--- config.mk ---
export PLATFORM = sky130hd
export DESIGN_NAME = serial_adder
export DESIGN_NICKNAME = d
export VERILOG_FILES = /design/src/rtl/serial_adder.sv
export SDC_FILE = /design/constraint.sdc
export NUM_CORES = 1
export LEC_CHECK = 0
export ABC_AREA = 1
export ABC_CLOCK_PERIOD_IN_PS = 1400
export BUFFER_PORTS_ARGS = -buffer_cell sky130_fd_sc_hd__buf_2
export CORE_MARGIN = 5
export CORE_UTILIZATION = 45
export CTS_BUF_LIST = sky130_fd_sc_hd__clkbuf_8
export DETAILED_ROUTE_END_ITERATION = 8
export PLACE_DENSITY = 0.66
export SYNTH_ARGS = -nofsm -noshare
export SYNTH_HDL_FRONTEND = slang
export SYNTH_SLANG_ARGS = --single-unit
--- constraint.sdc ---
create_clock -name clk -period 1.4 [get_ports clk]
set_input_delay 0 -clock clk [delete_from_list [all_inputs] [get_ports clk]]
set_output_delay 0 -clock clk [all_outputs]
set_load 0.02 [all_outputs]
--- src/rtl/serial_adder.sv ---
// serial_adder: bit-serial ripple adder, one operand bit per clock.
//
// Ports:
//   clk    - clock; all state updates on the rising edge
//   rst_n  - asynchronous active-low reset; aborts any operation in progress
//   start  - begin an addition; accepted only in IDLE or DONE
//   a, b   - WIDTH-bit operands, captured on the accepting edge
//   cin    - carry-in, captured on the accepting edge
//   busy   - high while bits are being shifted (SHIFT state)
//   done   - one-cycle pulse; sum/cout hold a new result
//   sum    - registered a + b + cin modulo 2^WIDTH
//   cout   - registered carry-out of the addition
//
// Timing: start accepted at edge k -> busy for WIDTH cycles, done high in
// the cycle after edge k+WIDTH. A start seen in DONE chains the next
// operation without an idle cycle.
module serial_adder #(
    parameter int unsigned WIDTH = 8
) (
    input  logic             clk,
    input  logic             rst_n,
    input  logic             start,
    input  logic [WIDTH-1:0] a,
    input  logic [WIDTH-1:0] b,
    input  logic             cin,
    output logic             busy,
    output logic             done,
    output logic [WIDTH-1:0] sum,
    output logic             cout
);

    localparam int unsigned      CNT_W    = (WIDTH > 1) ? $clog2(WIDTH) : 1;
    localparam logic [CNT_W-1:0] LAST_BIT = CNT_W'(WIDTH - 1);

    typedef enum logic [1:0] {
        IDLE  = 2'd0,
        SHIFT = 2'd1,
        DONE  = 2'd2
    } state_t;

    state_t             state;
    logic [WIDTH-1:0]   sh_a;
    logic [WIDTH-1:0]   sh_b;
    logic [WIDTH-1:0]   sh_s;
    logic               carry;
    logic [CNT_W-1:0]   cnt;

    logic               s_bit_c;
    logic               c_bit_c;
    logic [WIDTH-1:0]   sh_s_next_c;

    // Full adder on the current LSBs and the running carry.
    assign s_bit_c     = sh_a[0] ^ sh_b[0] ^ carry;
    assign c_bit_c     = (sh_a[0] & sh_b[0]) | (sh_a[0] & carry) | (sh_b[0] & carry);

    // Sum bits enter at the MSB so that after WIDTH shifts bit 0 sits at the LSB.
    assign sh_s_next_c = {s_bit_c, sh_s[WIDTH-1:1]};

    // Control FSM and datapath; busy/done are registered alongside the state.
    always_ff @(posedge clk or negedge rst_n) begin
        if (!rst_n) begin
            state <= IDLE;
            sh_a  <= '0;
            sh_b  <= '0;
            sh_s  <= '0;
            carry <= 1'b0;
            cnt   <= '0;
            busy  <= 1'b0;
            done  <= 1'b0;
            sum   <= '0;
            cout  <= 1'b0;
        end else begin
            case (state)
                IDLE, DONE: begin
                    done <= 1'b0;
                    if (start) begin
                        sh_a  <= a;
                        sh_b  <= b;
                        sh_s  <= '0;
                        carry <= cin;
                        cnt   <= '0;
                        busy  <= 1'b1;
                        state <= SHIFT;
                    end else begin
                        busy  <= 1'b0;
                        state <= IDLE;
                    end
                end

                SHIFT: begin
                    // start is deliberately ignored here.
                    sh_a  <= {1'b0, sh_a[WIDTH-1:1]};
                    sh_b  <= {1'b0, sh_b[WIDTH-1:1]};
                    sh_s  <= sh_s_next_c;
                    carry <= c_bit_c;
                    cnt   <= cnt + CNT_W'(1);
                    if (cnt == LAST_BIT) begin
                        // Publish only the completed result; sum never shows partial bits.
                        sum   <= sh_s_next_c;
                        cout  <= c_bit_c;
                        busy  <= 1'b0;
                        done  <= 1'b1;
                        state <= DONE;
                    end
                end

                default: begin
                    busy  <= 1'b0;
                    done  <= 1'b0;
                    state <= IDLE;
                end
            endcase
        end
    end

endmodule

==> impl_table.tex, run 1 <==
\begin{tabular}{lr}
\hline
Metric & Value \\
\hline
\multicolumn{2}{l}{\textbf{STA}} \\
Slew of the pin with the lowest slew margin & 0.277 ns \\
Final TNS setup & 0 ns \\
Fin. Hold Viols & 0 \\
Max-slew headroom at the worst pin & 81.5\% \\
Maximum frequency from static timing analysis & 781 MHz \\
Crit path time final & 1.28 ns \\
Setup repair after global routing missed its margin & false \\
Fin crit share & 91.4\% \\
Worst-case clock skew & 0.00952 ns \\
Final slew viol count & 0 \\
Number of setup violations in the final report & 0 \\
\multicolumn{2}{l}{\textbf{Setup path}} \\
Data required time of the worst path & 1.62 ns \\
Reg2Reg Depth & 6 \\
Origin of the critical flop-to-flop path & cnt[0] \\
Highest cell delay on the worst timing path & 0.41 ns \\
Worst setup SP type & flop \\
WS Path Type & reg -> reg \\
Crit-path most repeated cell & sky130\_fd\_sc\_hd\_\_ha\_1 \\
Worst reg-to-reg setup slack & 0.12 ns \\
Crit end category & flop \\
Terminus of the critical flop-to-flop path & sum[6] \\
Crit path max-delay cell type & sky130\_fd\_sc\_hd\_\_dfrtp\_1 \\
Ordered cell list for the critical path & ha\_1, ha\_1, nand2\_4, buf\_4, nand2\_1, o21ai\_2 \\
Cell family contributing the most delay on the critical path & adder cells \\
Worst-path maximum fanout & 5 \\
Data arrival time at the worst-slack endpoint & 1.50 ns \\
Buffers and inverters on the worst path & 1 \\
\multicolumn{2}{l}{\textbf{Cells and area}} \\
Layout overhead on the synthesized area & 16.5\% \\
Antenna fix cells & 0 \\
Share of final-layout standard cells stronger than drive strength 1 & 23.2\% \\
Seq. cell area & 976 µm² \\
Fillers & 397 \\
Area taken by multi-input logic gates & 679 µm² \\
Net count of the finished layout & 282 \\
Layout Utilization & 54.7\% \\
\multicolumn{2}{l}{\textbf{Floorplan}} \\
Number of placement rows & 23 \\
Die X & 75.1 µm \\
IO Pins & 31 \\
Die Footprint & 5640 µm² \\
Initial core utilization & 47.0\% \\
Chip height & 75.1 µm \\
Standard cell core area & 4060 µm² \\
\multicolumn{2}{l}{\textbf{Clock network}} \\
Number of buffers inserted to repair setup after CTS & 0 \\
Max clock buf depth & 2 \\
Skew-Pair Late Insertion Delay & 0.29 ns \\
Number of CTS-inserted buffers & 5 \\
Post-CTS Hold Fix Bufs & 3 \\
Number of levels in the clock H-tree & 2 \\
Clock tree from TritonCTS & done \\
Number of instances resized during post-cts repair & 0 \\
Register clock-pin slew on the reported worst setup and hold paths & 0.08 ns \\
Root buffer selected by CTS & sky130\_fd\_sc\_hd\_\_clkbuf\_8 \\
Sink count of the clock tree & 39 \\
\multicolumn{2}{l}{\textbf{Placed design}} \\
Total of buffers placed on input and output ports & 30 \\
Final weighted congestion in routability-driven placement & 0.711 \\
HPWL Detailed & 2.32 mm \\
\multicolumn{2}{l}{\textbf{Drt}} \\
Pre-antenna DRT Iters & 4 \\
Detailed router's first-iteration violation count & 62 \\
Vias post-DR & 1405 \\
Final routed DRC violation total & 0 \\
Detail Route Antenna Nets & 0 \\
Detail-routed via count per cell & 4.55 \\
Total Wirelength & 3.52 mm \\
Wirelength per Cell & 11.4 µm \\
\multicolumn{2}{l}{\textbf{Run}} \\
Number of max-cap violations & 0 \\
\multicolumn{2}{l}{\textbf{Logic synthesis}} \\
Asr flop ratio synth & 100\% \\
Number of enable-type register cells in the synthesized netlist & 0 \\
Synth Register Bits & 39 \\
Synth warnings & 0 \\
Most used standard cells in the synthesized netlist & sky130\_fd\_sc\_hd\_\_nand2\_1, sky130\_fd\_sc\_hd\_\_dfrtp\_1, sky130\_fd\_sc\_hd\_\_inv\_1, sky130\_fd\_sc\_hd\_\_nand3\_1, sky130\_fd\_sc\_hd\_\_o21ai\_2 \\
Post-synthesis cell area & 1910 µm² \\
Count of distinct cell types in the synthesized netlist & 21 \\
Proportion of netlist area held by the largest area contributor & 51.2\% \\
Dominant cell type by area after synthesis & sky130\_fd\_sc\_hd\_\_dfrtp\_1 \\
Most area-consuming cells after synthesis & sky130\_fd\_sc\_hd\_\_dfrtp\_1, sky130\_fd\_sc\_hd\_\_nand2\_1, sky130\_fd\_sc\_hd\_\_nand3\_1 \\
Per-instance average area after synthesis & 8.58 µm² \\
Cell count after synthesis & 222 \\
Number of nets produced by synthesis & 245 \\
Sequential area share after synthesis & 51.2\% \\
Leading cell type by number of instances after synthesis & sky130\_fd\_sc\_hd\_\_nand2\_1 \\
Most used flip-flop cell after synthesis & sky130\_fd\_sc\_hd\_\_dfrtp\_1 \\
\multicolumn{2}{l}{\textbf{Worst hold path}} \\
Hold path cells & 5 \\
Worst hold path type & in -> reg \\
Hold EP & sh\_b[2] \\
Startpoint of the lowest-slack hold path & b[2] \\
\multicolumn{2}{l}{\textbf{Global route}} \\
GR Util All Layers & 14.4\% \\
Wire length of the first global-routing pass & 6.06 mm \\
Antenna violations before repair & 0 \\
Overflow left after global routing & 0 \\
Via count of the first global-routing pass & 1348 \\
Maximum number of pins on one net before global-route repair & 40 \\
\multicolumn{2}{l}{\textbf{Power and ir drop}} \\
Maximum vdd drop & 0.836 mV \\
Power Dens Cells & 2310 nW/µm² \\
Leakage & 1.26 nW \\
\multicolumn{2}{l}{\textbf{Status}} \\
Outcome & finished clean \\
\hline
\end{tabular}
==> routing by layer <==
layer / track usage (%) / share of wire, % / vias to the layer above
li1: - / - / 741
met1: 19.9 / 49 / 635
met2: 21.2 / 44 / 23
met3: 4.41 / 4.9 / 6
met4: 5.34 / 1.8 / 0
met5: 0 / 0 / -
==> metrics by stage <==
step / hold slack, ns / setup WS (ns) / area (µm²) / power [mW] / instances
2_1_floorplan: -0.296 / 0.146 / 1910 / 3.95 / 222
3_3_place_gp: -0.0154 / 0.162 / 2100 / 4.38 / 299
3_5_place_dp: -0.0140 / 0.126 / 2100 / 4.43 / 299
4_1_cts: 0.000410 / 0.110 / 2220 / 5.22 / 309
5_1_grt: 0.0181 / 0.0479 / 2220 / 5.64 / 309
6_report: 0.00468 / 0.120 / 2220 / 5.13 / 309
==> worst reg2reg max path, stage by stage (launching register included) <==
cell	delay [ns]
sky130_fd_sc_hd__dfrtp_1	0.41
sky130_fd_sc_hd__ha_1	0.21
sky130_fd_sc_hd__ha_1	0.23
sky130_fd_sc_hd__nand2_4	0.10
sky130_fd_sc_hd__buf_4	0.14
sky130_fd_sc_hd__nand2_1	0.06
sky130_fd_sc_hd__o21ai_2	0.05
==> registers in the layout, summed over array words and instances (netlist names) <==
signal,cells
sh_a,8
cnt,3
sum,8
sh_b,8
carry,1
sh_s,7
cout,1
done,1
busy,1
state,1
==> how the worst max path moves through the flow <==
stage / endpoint / slack (ns) / depth (start not counted) / from
after floorplan: sum[0] / 0.15 / 6 / cnt[0]
after global placement: carry / 0.16 / 5 / sh_a[0]
after detailed placement: sum[6] / 0.13 / 6 / cnt[0]
after CTS: sum[6] / 0.11 / 6 / cnt[0]
after global routing: sum[5] / 0.05 / 6 / cnt[0]
final: sum[6] / 0.12 / 6 / cnt[0]
==> where the power goes <==
part / leakage [nW] / switching (mW) / internal (mW)
clock network: 0.0470 / 0.383 / 0.386
registers: 0.485 / 0.305 / 1.66
logic: 0.728 / 1.50 / 0.899
==> cell families after synthesis <==
family	after synthesis	share of synthesized area, %
compound gates	19	6.76
fa+ha+maj	3	2.36
buf+inv	51	13.1
flops	39	51.2
simple gates	110	26.5
==> cell type report <==
| cell class | instances | share of cell area [%] |
|---|---|---|
| clock buffer | 6 | 3.72 |
| clock inverter | 1 | 0.225 |
| inverter | 42 | 7.44 |
| multi-input combinational | 132 | 30.6 |
| sequential | 39 | 43.9 |
| tap | 50 | 2.82 |
| timing repair buffer | 39 | 11.3 |
==> placed cells by master, fill, tap and decap left out, types with 2 or more instances in the layout <==
cell type	n
sky130_fd_sc_hd__buf_12	2
sky130_fd_sc_hd__buf_2	30
sky130_fd_sc_hd__buf_4	4
sky130_fd_sc_hd__clkbuf_8	6
sky130_fd_sc_hd__dfrtp_1	39
sky130_fd_sc_hd__dlygate4sd3_1	3
sky130_fd_sc_hd__ha_1	2
sky130_fd_sc_hd__inv_1	39
sky130_fd_sc_hd__nand2_1	73
sky130_fd_sc_hd__nand2_4	2
sky130_fd_sc_hd__nand2_8	2
sky130_fd_sc_hd__nand3_1	30
sky130_fd_sc_hd__nor2_1	2
sky130_fd_sc_hd__o21ai_0	6
sky130_fd_sc_hd__o21ai_1	4
sky130_fd_sc_hd__o21ai_2	8
Note: power is estimated with default switching activity, not from simulation.
==> run 2: changes to the inputs <==
Settings changed: SETUP_SLACK_MARGIN set to 0.2.
==> impl_table.tex, run 2 (same netlist as run 1, synthesis figures left out) <==
\begin{tabular}{lr}
\hline
Metric & Value \\
\hline
\multicolumn{2}{l}{\textbf{Drt}} \\
Detailed router's first-iteration violation count & 140 \\
Vias post-DR & 1534 \\
Detail Route Antenna Nets & 0 \\
Detail-routed via count per cell & 4.71 \\
Pre-antenna DRT Iters & 4 \\
Wirelength per Cell & 13.4 µm \\
Final routed DRC violation total & 0 \\
Total Wirelength & 4.36 mm \\
\multicolumn{2}{l}{\textbf{Setup path}} \\
WS Path Type & reg -> reg \\
Highest cell delay on the worst timing path & 0.41 ns \\
Reg2Reg Depth & 5 \\
Worst reg-to-reg setup slack & 0.23 ns \\
Ordered cell list for the critical path & ha\_2, ha\_4, nand2\_4, nand2\_1, nand2\_1 \\
Crit path max-delay cell type & sky130\_fd\_sc\_hd\_\_dfrtp\_1 \\
Worst setup SP type & flop \\
Data arrival time at the worst-slack endpoint & 1.42 ns \\
Crit end category & flop \\
Worst-path maximum fanout & 9 \\
Origin of the critical flop-to-flop path & cnt[0] \\
Crit-path most repeated cell & sky130\_fd\_sc\_hd\_\_nand2\_1 \\
Data required time of the worst path & 1.64 ns \\
Terminus of the critical flop-to-flop path & sum[7] \\
\multicolumn{2}{l}{\textbf{Cells and area}} \\
Fillers & 373 \\
Antenna fix cells & 0 \\
Most frequent standard cell in the layout excluding fill and tap cells & sky130\_fd\_sc\_hd\_\_nand2\_1 \\
Biggest regs & sh\_a: 8 flops, sh\_b: 8 flops, sum: 8 flops \\
Leading cell types in the layout, fill and taps excluded & sky130\_fd\_sc\_hd\_\_nand2\_1, sky130\_fd\_sc\_hd\_\_inv\_1, sky130\_fd\_sc\_hd\_\_dfrtp\_1 \\
Share of final-layout standard cells stronger than drive strength 1 & 29.0\% \\
Layout overhead on the synthesized area & 28.4\% \\
Net count of the finished layout & 298 \\
Finished layout cell area & 2450 µm² \\
Layout Utilization & 60.3\% \\
\multicolumn{2}{l}{\textbf{Power and ir drop}} \\
Leakage & 1.34 nW \\
Maximum vdd drop & 1.36 mV \\
Power Dens Cells & 2470 nW/µm² \\
\multicolumn{2}{l}{\textbf{Clock network}} \\
Max clock buf depth & 2 \\
Root buffer selected by CTS & sky130\_fd\_sc\_hd\_\_clkbuf\_8 \\
Number of levels in the clock H-tree & 2 \\
Skew-Pair Late Insertion Delay & 0.30 ns \\
Sink count of the clock tree & 39 \\
Number of CTS-inserted buffers & 5 \\
Register clock-pin slew on the reported worst setup and hold paths & 0.09 ns \\
Clock tree from TritonCTS & done \\
\multicolumn{2}{l}{\textbf{STA}} \\
Maximum frequency from static timing analysis & 851 MHz \\
Final critical-path setup slack & 0.225 ns \\
Fin. Hold Viols & 0 \\
Final TNS setup & 0 ns \\
Max-slew headroom at the worst pin & 84.9\% \\
Slew of the pin with the lowest slew margin & 0.227 ns \\
Hold Worst Slack & 0.0100 ns \\
Fin crit share & 83.9\% \\
Final slew viol count & 0 \\
Crit path time final & 1.17 ns \\
Setup repair after global routing missed its margin & true \\
Worst-case clock skew & 0.0133 ns \\
Number of setup violations in the final report & 0 \\
\multicolumn{2}{l}{\textbf{Floorplan}} \\
Die Footprint & 5640 µm² \\
Die X & 75.1 µm \\
Initial core utilization & 47.0\% \\
Standard cell core area & 4060 µm² \\
Number of placement rows & 23 \\
IO Pins & 31 \\
Chip height & 75.1 µm \\
\multicolumn{2}{l}{\textbf{Worst hold path}} \\
Hold EP & sh\_b[4] \\
Hold path cells & 5 \\
Startpoint of the lowest-slack hold path & b[4] \\
Worst hold path type & in -> reg \\
\multicolumn{2}{l}{\textbf{Placed design}} \\
Total of buffers placed on input and output ports & 30 \\
HPWL Detailed & 2.45 mm \\
Final weighted congestion in routability-driven placement & 0.723 \\
Post-Place Worst Slack & 0.0656 ns \\
Placed inst area & 2090 µm² \\
\multicolumn{2}{l}{\textbf{Status}} \\
Outcome & finished clean \\
\multicolumn{2}{l}{\textbf{Global route}} \\
Antenna violations before repair & 0 \\
GR Util All Layers & 15.5\% \\
Wire length of the first global-routing pass & 6.53 mm \\
Maximum number of pins on one net before global-route repair & 20 \\
Overflow left after global routing & 0 \\
Via count of the first global-routing pass & 1346 \\
\multicolumn{2}{l}{\textbf{Run}} \\
Number of max-cap violations & 0 \\
\hline
\end{tabular}
==> run 2: cell types whose count changed in the layout (fill, tap and decap cells not counted), sizes merged <==
cell,change
buf,+6
nand2,+6
clkinv,+3
dlygate4sd3,+2
bufinv,+1
clkbuf,-1
==> run 2: worst max path at each step <==
stage / startpoint / slack, ns / endpoint
finish: cnt[0] / 0.23 / sum[7]
global route: cnt[0] / 0.18 / sum[7]
CTS: cnt[0] / 0.17 / sum[7]
detailed placement: cnt[0] / 0.07 / sum[7]
global placement: cnt[0] / 0.12 / sum[7]
floorplan: cnt[0] / 0.20 / sum[0]
==> run 2: metal layers <==
metal  vias to the layer above  global-route usage, %  part of all wire [%]
met5                         -                      0                     0
met4                         0                   5.34                  0.96
met3                         4                   3.74                   6.6
met2                        39                   22.2                    46
met1                       706                   22.8                    46
li1                        785                      -                     -
==> run 2: final cells by class <==
| cell class | instances | area [µm²] | share of cell area, % |
|---|---|---|---|
| flip-flops and latches | 39 | 977 | 39.9 |
| multi-input cells | 138 | 782 | 32.0 |
| repair buffers | 47 | 314 | 12.8 |
| inverters | 42 | 180 | 7.37 |
| clock buffers | 5 | 68.8 | 2.81 |
| well taps | 50 | 62.6 | 2.56 |
| clock inverters | 3 | 43.8 | 1.79 |
| repair inverters | 2 | 17.5 | 0.716 |
==> run 2: worst max-delay path, delay by kind of cell (launching register included) <==
family	cells	cell delay (ns)
adders and majority gates	2	0.41
and+or+nand+nor	3	0.30
DFF	1	0.41
==> run 2: repair_timing <==
item,4_1_cts,5_1_grt
pin swaps,2,6
endpoints found under the setup margin,27,35
endpoints found under the hold margin,43,0
setup buffers,0,5
gates resized for setup,4,10
hold buffers,5,0
gates cloned,2,6
==> run 2: per-stage QoR <==
step	total power, mW	cells
after global placement	4.40	300
after global routing	6.55	326
after CTS	5.60	315
after floorplan	3.96	222
final	6.05	326
after detailed placement	4.45	300
==> run 2: power by group <==
part / internal, mW / total (mW) / leakage, nW / switching, mW
Clock: 0.531 / 0.954 / 0.0581 / 0.423
Sequential: 1.66 / 1.95 / 0.483 / 0.293
Combinational: 1.21 / 3.14 / 0.801 / 1.93
Total: 3.41 / 6.05 / 1.34 / 2.64
==> run 3: changes to the inputs <==
Settings changed: ABC_AREA 1 to 0, ABC_CLOCK_PERIOD_IN_PS 1400 to 1100.
Clock period 1.4 ns to 1.1 ns, I/O delays scaled along.
==> impl_table.tex, run 3 <==
\begin{tabular}{lr}
\hline
Metric & Value \\
\hline
\multicolumn{2}{l}{\textbf{Status}} \\
Outcome & finished, violations left \\
Violated checks & negative hold slack, negative setup slack \\
\multicolumn{2}{l}{\textbf{Clock network}} \\
Clock tree from TritonCTS & done \\
Number of levels in the clock H-tree & 2 \\
Skew-Pair Late Insertion Delay & 0.29 ns \\
Max clock buf depth & 2 \\
Sink count of the clock tree & 39 \\
Number of CTS-inserted buffers & 5 \\
Register clock-pin slew on the reported worst setup and hold paths & 0.08 ns \\
Root buffer selected by CTS & sky130\_fd\_sc\_hd\_\_clkbuf\_8 \\
\multicolumn{2}{l}{\textbf{Setup path}} \\
Terminus of the critical flop-to-flop path & sh\_s[7] \\
Reg2Reg Depth & 3 \\
Data required time of the worst path & 1.28 ns \\
Ordered cell list for the critical path & fa\_2, mux2\_4, a22o\_1 \\
Worst-path maximum fanout & 2 \\
Crit path max-delay cell type & sky130\_fd\_sc\_hd\_\_fa\_2 \\
WS Path Type & reg -> reg \\
Setup crit end & sh\_s[7] \\
Worst reg-to-reg setup slack & -0.36 ns \\
Data arrival time at the worst-slack endpoint & 1.65 ns \\
Origin of the critical flop-to-flop path & sh\_b[0] \\
Buffers and inverters on the worst path & 0 \\
Cell family contributing the most delay on the critical path & adder cells \\
Number of gates on the worst path with buffers counted & 3 \\
First element of the critical path & sh\_b[0] \\
Highest cell delay on the worst timing path & 0.48 ns \\
Crit end category & flop \\
Worst setup SP type & flop \\
\multicolumn{2}{l}{\textbf{Drt}} \\
Detailed router's first-iteration violation count & 36 \\
Final routed DRC violation total & 0 \\
Total Wirelength & 4.52 mm \\
Wirelength per Cell & 16.7 µm \\
Met2 wire length & 2.36 mm \\
Length of routed met3 wiring & 168 µm \\
Vias post-DR & 1428 \\
Wl on met1 & 1.91 mm \\
Detail Route Antenna Nets & 0 \\
Pre-antenna DRT Iters & 4 \\
Detail-routed via count per cell & 5.27 \\
Top Layer Used & met4 \\
\multicolumn{2}{l}{\textbf{Run}} \\
Number of max-cap violations & 0 \\
\multicolumn{2}{l}{\textbf{Global route}} \\
Maximum number of pins on one net before global-route repair & 40 \\
Overflow left after global routing & 0 \\
Via count of the first global-routing pass & 1462 \\
GR Util All Layers & 17.1\% \\
Antenna violations before repair & 0 \\
Wire length of the first global-routing pass & 7.04 mm \\
\multicolumn{2}{l}{\textbf{Floorplan}} \\
Chip height & 74.0 µm \\
Standard cell core area & 4000 µm² \\
IO Pins & 31 \\
Number of placement rows & 23 \\
Die Footprint & 5480 µm² \\
Initial core utilization & 46.1\% \\
Die X & 74.0 µm \\
\multicolumn{2}{l}{\textbf{Power and ir drop}} \\
Maximum vdd drop & 1.51 mV \\
Power Dens Cells & 2690 nW/µm² \\
Leakage & 1.23 nW \\
\multicolumn{2}{l}{\textbf{Cells and area}} \\
Layout Utilization & 66.9\% \\
Share of final-layout standard cells stronger than drive strength 1 & 46.2\% \\
Finished layout cell area & 2680 µm² \\
Leading cell types in the layout, fill and taps excluded & sky130\_fd\_sc\_hd\_\_dfrtp\_1, sky130\_fd\_sc\_hd\_\_buf\_2, sky130\_fd\_sc\_hd\_\_buf\_4 \\
Net count of the finished layout & 243 \\
Biggest regs & sh\_a: 8 flops, sh\_b: 8 flops, sum: 8 flops \\
Most frequent standard cell in the layout excluding fill and tap cells & sky130\_fd\_sc\_hd\_\_dfrtp\_1 \\
Antenna fix cells & 0 \\
Fillers & 310 \\
Layout overhead on the synthesized area & 45.0\% \\
\multicolumn{2}{l}{\textbf{Logic synthesis}} \\
Cell count after synthesis & 148 \\
Sequential area share after synthesis & 52.9\% \\
Most used standard cells in the synthesized netlist & sky130\_fd\_sc\_hd\_\_dfrtp\_1, sky130\_fd\_sc\_hd\_\_mux2i\_1 \\
Most area-consuming cells after synthesis & sky130\_fd\_sc\_hd\_\_dfrtp\_1, sky130\_fd\_sc\_hd\_\_mux2i\_1, sky130\_fd\_sc\_hd\_\_mux2\_2 \\
Post-synthesis cell area & 1840 µm² \\
Most used flip-flop cell after synthesis & sky130\_fd\_sc\_hd\_\_dfrtp\_1 \\
Proportion of netlist area held by the largest area contributor & 52.9\% \\
Synth Register Bits & 39 \\
Leading cell type by number of instances after synthesis & sky130\_fd\_sc\_hd\_\_dfrtp\_1 \\
Synth warnings & 0 \\
Per-instance average area after synthesis & 12.5 µm² \\
Count of distinct cell types in the synthesized netlist & 23 \\
Asr flop ratio synth & 100\% \\
Number of nets produced by synthesis & 171 \\
Dominant cell type by area after synthesis & sky130\_fd\_sc\_hd\_\_dfrtp\_1 \\
Number of enable-type register cells in the synthesized netlist & 0 \\
\multicolumn{2}{l}{\textbf{STA}} \\
Setup repair after global routing missed its margin & true \\
Worst-case clock skew & 0.00994 ns \\
Fin crit share & 133\% \\
Maximum frequency from static timing analysis & 683 MHz \\
Max-slew headroom at the worst pin & 84.8\% \\
Crit path time final & 1.46 ns \\
Final critical-path setup slack & -0.365 ns \\
Hold Worst Slack & -0.00259 ns \\
Number of setup violations in the final report & 39 \\
Final slew viol count & 0 \\
Fin. Hold Viols & 1 \\
Slew of the pin with the lowest slew margin & 0.226 ns \\
\multicolumn{2}{l}{\textbf{Placed design}} \\
Placed inst area & 2230 µm² \\
Final weighted congestion in routability-driven placement & 0.744 \\
Total of buffers placed on input and output ports & 30 \\
HPWL Detailed & 2.74 mm \\
\multicolumn{2}{l}{\textbf{Worst hold path}} \\
Worst hold path type & in -> reg \\
\hline
\end{tabular}
run 3: changes by cell type after synthesis, sizes merged, moves of 10 or more:
cell	previous run	this run
o21ai	18	2
a21oi	1	14
mux2	0	14
nand2	77	1
inv	42	2
nand3	30	2
mux2i	0	16
nor2b	0	15
a211oi	0	14
a22o	0	10
run 3: worst reg2reg max path, delay by kind of cell, from the launching register on:
family | cells | cell delay [ns]
adders and majority gates | 1 | 0.48
muxes | 1 | 0.28
AOI/OAI and AO/OA | 1 | 0.20
DFF | 1 | 0.41
run 3: final cells by class:
class | instances | area, µm² | share of cell area [%]
flip-flops and latches | 39 | 977 | 36.5
clock inverters | 1 | 7.51 | 0.281
well taps | 50 | 62.6 | 2.34
clock buffers | 7 | 96.3 | 3.60
repair buffers | 74 | 602 | 22.5
multi-input cells | 98 | 922 | 34.5
inverters | 2 | 7.51 | 0.281
run 3: worst min path at each step:
| stage | slack, ns | cells after the start | startpoint | endpoint |
|---|---|---|---|---|
| 2_1_floorplan | -0.30 | 0 | rst_n | busy |
| 6_report | -0.003 | 3 | b[5] | sh_b[5] |
| 5_1_grt | 0.01 | 3 | b[6] | sh_b[6] |
| 3_3_place_gp | -0.02 | 2 | rst_n | sum[0] |
| 4_1_cts | 0.0005 | 3 | b[5] | sh_b[5] |
| 3_5_place_dp | -0.02 | 2 | rst_n | sum[0] |
run 3: through the flow:
step / TNS [ns] / cells / setup slack [ns] / total power, mW
finish: -4.84 / 271 / -0.365 / 7.18
global route: -6.33 / 271 / -0.394 / 7.64
CTS: -4.35 / 263 / -0.356 / 6.94
floorplan: -3.45 / 148 / -0.347 / 4.58
detailed placement: -4.38 / 238 / -0.386 / 5.48
global placement: -3.49 / 238 / -0.351 / 5.29
run 3: report_power, final:
part | switching [mW] | internal, mW | total (mW)
logic | 1.53 | 2.01 | 3.54
clock network | 0.514 | 0.571 | 1.08
registers | 0.483 | 2.07 | 2.56
total | 2.53 | 4.66 | 7.18
run 3: cell families (layout without fill, tap and decap cells):
logic type | after synthesis | after routing | share of synthesized area, %
AOI/OAI and AO/OA | 43 | 43 | 16.1
DFF | 39 | 39 | 52.9
muxes | 30 | 30 | 17.2
and+or+nand+nor | 21 | 22 | 7.33
buffers and inverters | 12 | 84 | 4.00
adders and majority gates | 3 | 3 | 2.44
run 3: what timing repair did:
action | in CTS | in global routing
setup endpoints to repair | 40 | 40
cloned | 1 | 0
hold buffers | 10 | 0
pin swaps | 6 | 5
resized for setup | 14 | 15
setup buffers | 6 | 8
endpoints found under the hold margin | 48 | 0
run 3: routing by layer:
metal  GRT usage, %  vias up
met3           4.19        8
met2           30.4       31
met1           20.3      702
met4           5.23        0
met5              0        -
li1               -      687
